$ cat src/rtl/lc3_bus_pkg.sv
// Shared types and constants for the LC-3 data-bus arbiter.
// Source indices follow the datapath gate order used by the control FSM.
package lc3_bus_pkg;
   typedef enum logic [1:0] {IDLE, OWNED, CONTEND} bus_state_t;

   localparam int SRC_MDR    = 0;
   localparam int SRC_ALU    = 1;
   localparam int SRC_PC     = 2;
   localparam int SRC_MARMUX = 3;
   localparam int CNT_W      = 8;
endpackage

$ cat src/rtl/data_bus_arbiter_if.sv
// Bus bundle between the datapath/control side (master) and the arbiter (slave).
// Gate and source data flow in; the resolved bus value and monitor status flow out.
interface data_bus_arbiter_if #(
   parameter int WIDTH = 16,
   parameter int NSRC  = 4
);
   import lc3_bus_pkg::*;
   localparam int IDXW = $clog2(NSRC);

   logic [NSRC*WIDTH-1:0] src_data;
   logic [NSRC-1:0]       gate;
   logic [WIDTH-1:0]      default_val;
   logic                  clr_err;
   logic [WIDTH-1:0]      bus_out;
   logic                  bus_valid;
   logic [IDXW-1:0]       owner_idx;
   logic                  handover;
   logic                  contention;
   logic                  contention_sticky;
   logic [CNT_W-1:0]      contention_cnt;

   modport master (
      output src_data, gate, default_val, clr_err,
      input  bus_out, bus_valid, owner_idx, handover, contention,
             contention_sticky, contention_cnt
   );

   modport slave (
      input  src_data, gate, default_val, clr_err,
      output bus_out, bus_valid, owner_idx, handover, contention,
             contention_sticky, contention_cnt
   );
endinterface

$ cat src/rtl/onehot_prio_enc.sv
// Gate vector -> lowest set index, any-set and more-than-one-set flags.
// Purely combinational, zero latency, no backpressure.
module onehot_prio_enc #(
   parameter int N = 4,
   localparam int IW = $clog2(N)
) (
   input  logic [N-1:0]  gate,
   output logic [IW-1:0] idx,
   output logic          any,
   output logic          multi
);
   always_comb begin
      idx = '0;
      // Scan downward so the lowest set bit is the last one written.
      for (int i = N - 1; i >= 0; i--) begin
         if (gate[i]) idx = IW'(i);
      end
      any   = |gate;
      multi = |(gate & (gate - N'(1)));
   end
endmodule

$ cat src/rtl/data_bus_arbiter.sv
// Gated-source bus driver with hold-last, fixed priority, ownership FSM and contention monitor.
// Latency 1 on bus outputs when REG_OUT=1 (0 otherwise), status always 1; no backpressure.
module data_bus_arbiter
   import lc3_bus_pkg::*;
#(
   parameter int WIDTH     = 16,
   parameter int NSRC      = 4,
   parameter bit HOLD_LAST = 1'b1,
   parameter bit REG_OUT   = 1'b1
) (
   input logic              Clk,
   input logic              Reset_n,
   data_bus_arbiter_if.slave bus
);
   localparam int IDXW = $clog2(NSRC);

   logic [IDXW-1:0]  idx;
   logic             any;
   logic             multi;
   logic [WIDTH-1:0] sel_val;
   logic [WIDTH-1:0] last_val;
   logic [WIDTH-1:0] bus_q;
   logic             valid_q;
   logic [IDXW-1:0]  owner_q;
   logic             handover_q;
   logic             handover_nxt;
   logic             contention_q;
   logic             sticky_q;
   logic [CNT_W-1:0] cnt_q;
   bus_state_t       state, state_nxt;

   onehot_prio_enc #(.N(NSRC)) u_enc (
      .gate  (bus.gate),
      .idx   (idx),
      .any   (any),
      .multi (multi)
   );

   always_comb begin
      sel_val = bus.default_val;
      if (any)            sel_val = bus.src_data[int'(idx)*WIDTH +: WIDTH];
      else if (HOLD_LAST) sel_val = last_val;
   end

   always_comb begin
      state_nxt    = state;
      handover_nxt = 1'b0;
      case (state)
         IDLE: begin
            if (multi)    state_nxt = CONTEND;
            else if (any) state_nxt = OWNED;
         end
         OWNED, CONTEND: begin
            if (!any)       state_nxt = IDLE;
            else if (multi) state_nxt = CONTEND;
            else begin
               state_nxt    = OWNED;
               handover_nxt = (idx != owner_q);
            end
         end
         default: state_nxt = IDLE;
      endcase
   end

   always_ff @(posedge Clk or negedge Reset_n) begin
      if (!Reset_n) begin
         state        <= IDLE;
         last_val     <= '0;
         bus_q        <= '0;
         valid_q      <= 1'b0;
         owner_q      <= '0;
         handover_q   <= 1'b0;
         contention_q <= 1'b0;
         sticky_q     <= 1'b0;
         cnt_q        <= '0;
      end else begin
         state        <= state_nxt;
         bus_q        <= sel_val;
         valid_q      <= any;
         handover_q   <= handover_nxt;
         contention_q <= multi;
         if (any) begin
            last_val <= sel_val;
            owner_q  <= idx;
         end
         // A contended cycle outranks a simultaneous clear.
         if (multi) begin
            sticky_q <= 1'b1;
            if (bus.clr_err)        cnt_q <= CNT_W'(1);
            else if (cnt_q != '1)   cnt_q <= cnt_q + CNT_W'(1);
         end else if (bus.clr_err) begin
            sticky_q <= 1'b0;
            cnt_q    <= '0;
         end
      end
   end

   always_comb begin
      bus.bus_out   = bus_q;
      bus.bus_valid = valid_q;
      bus.owner_idx = owner_q;
      if (!REG_OUT) begin
         bus.bus_out   = sel_val;
         bus.bus_valid = any;
         bus.owner_idx = any ? idx : owner_q;
      end
   end

   assign bus.handover          = handover_q;
   assign bus.contention        = contention_q;
   assign bus.contention_sticky = sticky_q;
   assign bus.contention_cnt    = cnt_q;
endmodule

$ cat src/flat_wrapper.sv
// flat-port wrapper written by rule: the top's interface ports become plain ports
module data_bus_arbiter_flat import lc3_bus_pkg::*;
#(
   parameter int WIDTH     = 16,
   parameter int NSRC      = 4,
   parameter bit HOLD_LAST = 1'b1,
   parameter bit REG_OUT   = 1'b1
)
  (Clk, Reset_n, bus_src_data, bus_gate, bus_default_val, bus_clr_err, bus_bus_out, bus_bus_valid, bus_owner_idx, bus_handover, bus_contention, bus_contention_sticky, bus_contention_cnt);
  data_bus_arbiter_if #(.WIDTH(WIDTH), .NSRC(NSRC)) bus_i ();
  input logic Clk;
  input logic Reset_n;
  input wire logic [$bits(bus_i.src_data)-1:0] bus_src_data;
  input wire logic [$bits(bus_i.gate)-1:0] bus_gate;
  input wire logic [$bits(bus_i.default_val)-1:0] bus_default_val;
  input wire logic [$bits(bus_i.clr_err)-1:0] bus_clr_err;
  output wire logic [$bits(bus_i.bus_out)-1:0] bus_bus_out;
  output wire logic [$bits(bus_i.bus_valid)-1:0] bus_bus_valid;
  output wire logic [$bits(bus_i.owner_idx)-1:0] bus_owner_idx;
  output wire logic [$bits(bus_i.handover)-1:0] bus_handover;
  output wire logic [$bits(bus_i.contention)-1:0] bus_contention;
  output wire logic [$bits(bus_i.contention_sticky)-1:0] bus_contention_sticky;
  output wire logic [$bits(bus_i.contention_cnt)-1:0] bus_contention_cnt;
  assign bus_i.src_data = bus_src_data;
  assign bus_i.gate = bus_gate;
  assign bus_i.default_val = bus_default_val;
  assign bus_i.clr_err = bus_clr_err;
  assign bus_bus_out = bus_i.bus_out;
  assign bus_bus_valid = bus_i.bus_valid;
  assign bus_owner_idx = bus_i.owner_idx;
  assign bus_handover = bus_i.handover;
  assign bus_contention = bus_i.contention;
  assign bus_contention_sticky = bus_i.contention_sticky;
  assign bus_contention_cnt = bus_i.contention_cnt;
  data_bus_arbiter #(.WIDTH(WIDTH), .NSRC(NSRC), .HOLD_LAST(HOLD_LAST), .REG_OUT(REG_OUT)) u_core (.Clk(Clk), .Reset_n(Reset_n), .bus(bus_i));
endmodule
$ cat config.mk
export PLATFORM = sky130hd
export DESIGN_NAME = data_bus_arbiter_flat
export DESIGN_NICKNAME = d
export VERILOG_FILES = /design/src/rtl/lc3_bus_pkg.sv /design/src/rtl/data_bus_arbiter_if.sv /design/src/rtl/onehot_prio_enc.sv /design/src/rtl/data_bus_arbiter.sv /design/src/flat_wrapper.sv
export SDC_FILE = /design/constraint.sdc
export NUM_CORES = 1
export LEC_CHECK = 0
export CELL_PAD_IN_SITES_DETAIL_PLACEMENT = 0
export CELL_PAD_IN_SITES_GLOBAL_PLACEMENT = 1
export CORE_MARGIN = 4
export CORE_UTILIZATION = 29
export DETAILED_ROUTE_END_ITERATION = 16
export GPL_TIMING_DRIVEN = 0
export PLACE_DENSITY = 0.86
export SYNTH_ARGS = -nofsm -noshare
export SYNTH_HDL_FRONTEND = slang
export SYNTH_SLANG_ARGS = --single-unit
$ cat constraint.sdc
create_clock -name Clk -period 1.95 [get_ports Clk]
set_input_delay 0.2925 -clock Clk [delete_from_list [all_inputs] [get_ports Clk]]
set_output_delay 0.2925 -clock Clk [all_outputs]
set_load 0.01 [all_outputs]
==> flow_metrics.py <==
metrics = {
    "power": {
        "power.combinational.fraction_pct": 24.3,
        "static-leakage-power_nw": 1.40,
        "internal_power_mw": 1.98,
        "power.density_cell_area_nw_per_um2": 748,
        "p_total_mw": 2.68,
        "clockPowerShare_pct": 32.5,
        "power.switching_fraction_pct": 26.1,
        "total_switching_power_uw": 697,
        "power.sequential.fraction_pct": 43.2,
        "worst_ir_drop_vdd_mv": 0.343,
    },
    "run": {
        "maxCapViolCount": 0,
    },
    "timing": {
        "fmaxAchievable_mhz": 531,
        "setup_viol_count_final": 0,
        "layout_min_cycle_time_ns": 1.88,
        "maxSlewHeadroom_pct": 61.6,
        "hold_slack_ns": 0.269,
        "final.period_utilization_pct": 96.7,
        "finalHoldViolCount": 0,
        "final_max_slew_viol_count": 0,
        "worst_margin_slew_ns": 0.577,
        "clock-skew-final_ns": 0.00832,
        "layout_setup_ws_ns": 0.0653,
    },
    "grt": {
        "grt_start_max_net_pins": 26,
        "first_pass_grt_wire_length_mm": 11.0,
        "grt_pass1_vias": 2256,
        "initial_antenna_violation_count": 1,
        "grtUsageTotal_pct": 15.5,
        "global_route.overflow_total": 0,
    },
    "route": {
        "via_per_inst": 5.33,
        "firstDrtPassIters": 4,
        "ant_nets": 0,
        "avgRoutedWirePerCell_um": 17.1,
        "detail_route.wirelength_mm": 7.23,
        "dr_total_vias": 2259,
        "drt_drc": 0,
        "drt_first_iter_violations": 101,
    },
    "setup_path": {
        "crit_path_end_kind": "register",
        "biggest_cell_delay_along_the_critical_path_ns": 0.50,
        "cp_num_buf_inv": 2,
        "critPathTopFamily": "simple AND/OR/NAND/NOR gates",
        "worst_ep_arrival_time_ns": 2.11,
        "path_cells": "clkdlybuf4s50_1 > buf_4 > a211oi_1 > or3_4 > or4_1 > a21oi_1",
        "critPathRequiredTime_ns": 2.18,
        "criticalPathCategory": "in2reg",
        "critPathLaunchType": "input pin",
        "worstPathMaxFanout": 10,
        "slowest_stage": "sky130_fd_sc_hd__or4_1",
    },
    "clock_network": {
        "clock-root-buffer": "sky130_fd_sc_hd__clkbuf_8",
        "numClockSinks": 48,
        "cts_made_buffers": 5,
        "clkLatencyLatePin_ns": 0.30,
        "h_tree_levels": 2,
        "tritoncts": "built",
        "ctsLongestPathBuffers": 2,
        "clkSlewWorstSetupHoldPaths_ns": 0.09,
    },
    "synth": {
        "synth_top_area_cell": "sky130_fd_sc_hd__dfrtp_1",
        "syn_inst": 218,
        "synth_xor_xnor_area_share_pct": 0,
        "largest_family_of_logic_cells_by_synthesized_area": "compound AO/OA/AOI/OAI gates",
        "netlist-cell-type-count": 35,
        "synth_compound_area_share_pct": 25.2,
        "syn_nets": 308,
        "post_synth_and_or_nand_nor_area_fraction_pct": 14.9,
        "synth.yosys.warnings": 0,
        "syn-cell-area_um2": 2260,
        "synth-seq-area-share_pct": 53.2,
        "netlist.area_leader.share_pct": 53.2,
        "yosys-mux-area-fraction_pct": 0.499,
        "ys_ff_latch": 48,
        "synth_area_per_cell_um2": 10.4,
        "synth_top_area_cells": "sky130_fd_sc_hd__dfrtp_1 53%, sky130_fd_sc_hd__o221a_2 7.5%, sky130_fd_sc_hd__nor2_1 6.3%, sky130_fd_sc_hd__a221oi_1 6.2%, sky130_fd_sc_hd__o22ai_1 4.7%",
        "synth_adder_area_share_pct": 1.66,
    },
    "cells_and_area": {
        "instances_no_fill": 424,
        "final_layout_size_suffix_gt1_share_pct": 14.8,
        "most_frequent_cells_in_the_layout": "96 x sky130_fd_sc_hd__clkdlybuf4s50_1, 48 x sky130_fd_sc_hd__dfrtp_1, 38 x sky130_fd_sc_hd__nor2_1",
        "nNetsFinal": 414,
        "layout.filler_cells": 712,
        "antenna_cells_inserted": 0,
        "syn2layout_area_growth_pct": 58.4,
        "layout_commonest_cell": "sky130_fd_sc_hd__clkdlybuf4s50_1",
    },
    "placement": {
        "placement.io_buffers": 98,
        "dpl_wire_length_mm": 5.33,
        "placement.setup.worst_slack_ns": -0.421,
        "post-place-cells": 416,
        "gp_congestion": 0.761,
    },
    "run_status": {
        "outcome": "completed",
    },
    "worst_hold_path": {
        "worstHoldPathType": "in2reg",
    },
    "floorplan": {
        "core_region_area_um2": 7410,
        "ios": 117,
        "die-width_um": 96.2,
        "die_area_um2": 9260,
        "die_h_um": 96.2,
        "floorplan.initialDensity_pct": 30.5,
        "rows": 31,
    },
}
[stage by stage]
stage	setup TNS, ns	cell area (um2)	utilization [%]
after floorplan	0	2260	-
after global placement	-46.23	3360	45.4
after CTS	0	3530	47.7
final	0	3580	48.3
after detailed placement	-10.89	3380	45.6
after global routing	-0.0124	3580	48.3
[worst register-to-register path, delay by kind of cell, from the launching register on]
kind	cells	cell delay, ns
adders and majority gates	1	0.26
AOI/OAI and AO/OA	1	0.25
and+or+nand+nor	3	0.65
DFF	1	0.44
[final timing paths]
path                                         startpoint                      endpoint  slack, ns  depth (start not counted)
setup reg to reg           u_core.bus.contention_cnt[0]  u_core.bus.contention_cnt[3]       0.26                          5
max in group asynchronous                       Reset_n        u_core.bus.bus_out[11]       0.90                          3
hold reg to reg            u_core.bus.contention_sticky  u_core.bus.contention_sticky       0.53                          2
min in group asynchronous                       Reset_n         u_core.bus.contention       0.52                          2
hold / removal                              bus_gate[0]       u_core.bus.owner_idx[0]       0.27                          2
setup / recovery                            bus_gate[2]  u_core.bus.contention_cnt[4]       0.07                          6
[state kept, by name, summed over array words and instances, names as in the netlist]
| signal | cells |
|---|---|
| u_core.bus.bus_out | 16 |
| u_core.last_val | 16 |
| u_core.bus.contention_cnt | 8 |
| u_core.bus.owner_idx | 2 |
| u_core.state | 2 |
| u_core.bus.bus_valid | 1 |
| u_core.bus.contention | 1 |
| u_core.bus.contention_sticky | 1 |
| u_core.bus.handover | 1 |
[per-layer routing]
layer / share of wire, % / GRT usage (%)
met3: 7.4 / 4.38
met1: 44 / 20.9
met4: 1.2 / 3.79
met5: 0.18 / 0
met2: 47 / 24.6
[power by group through the flow]
stage	registers [mW]	logic [mW]	clock network (mW)
2_1_floorplan	1.20	0.257	0
3_3_place_gp	1.17	0.623	0
3_5_place_dp	1.17	0.644	0
4_1_cts	1.16	0.649	0.891
5_1_grt	1.17	0.712	0.926
6_report	1.16	0.650	0.870
[layout make-up]
type | count | area (um2) | share of cell area (%)
Inverter | 10 | 41.3 | 1.15
Clock buffer | 5 | 68.8 | 1.92
Tap cell | 99 | 124 | 3.46
Multi-Input combinational cell | 146 | 997 | 27.9
Clock inverter | 3 | 68.8 | 1.92
Sequential cell | 48 | 1200 | 33.6
Timing Repair Buffer | 100 | 1010 | 28.2
Buffer | 13 | 66.3 | 1.85
[cells in the mapped netlist]
master and number:
sky130_fd_sc_hd__nand3b_1 2, sky130_fd_sc_hd__nor4_1 4, sky130_fd_sc_hd__and3b_1 1, sky130_fd_sc_hd__nor2b_1 2
sky130_fd_sc_hd__o21bai_1 1, sky130_fd_sc_hd__nand2_1 3, sky130_fd_sc_hd__o221a_2 15, sky130_fd_sc_hd__mux2_2 1
sky130_fd_sc_hd__buf_2 4, sky130_fd_sc_hd__or2_2 1, sky130_fd_sc_hd__o2111ai_1 2, sky130_fd_sc_hd__a21oi_1 8
sky130_fd_sc_hd__clkinv_1 2, sky130_fd_sc_hd__nor2_1 38, sky130_fd_sc_hd__nand3_1 5, sky130_fd_sc_hd__or3_4 1
sky130_fd_sc_hd__or4_1 1, sky130_fd_sc_hd__o21ba_2 1, sky130_fd_sc_hd__clkbuf_1 8, sky130_fd_sc_hd__ha_1 3
sky130_fd_sc_hd__a221oi_1 16, sky130_fd_sc_hd__o31ai_1 2, sky130_fd_sc_hd__nor3_1 10, sky130_fd_sc_hd__o21a_1 1
sky130_fd_sc_hd__nor3b_1 1, sky130_fd_sc_hd__dfrtp_1 48, sky130_fd_sc_hd__o22ai_1 17, sky130_fd_sc_hd__inv_1 7
sky130_fd_sc_hd__nand2b_1 2, sky130_fd_sc_hd__o21ai_0 3, sky130_fd_sc_hd__a211oi_1 3, sky130_fd_sc_hd__o41ai_1 1
sky130_fd_sc_hd__buf_4 2, sky130_fd_sc_hd__inv_2 1, sky130_fd_sc_hd__a32o_1 1
[cell families (layout without fill, tap and decap cells)]
group           after synthesis  after routing
compound gates               71             71
simple gates                 71             71
flops                        48             48
buf+inv                      24            131
fa+ha+maj                     3              3
mux                           1              1
[timing repair]
item / in CTS / in global routing
gates cloned: 0 / 0
hold buffers: 1 / 0
endpoints found under the setup margin: 20 / 19
buffers inserted: 0 / 0
hold endpoints to repair: 23 / 0
gates resized for setup: 5 / 10
Note: power is estimated with default switching activity, not from simulation.
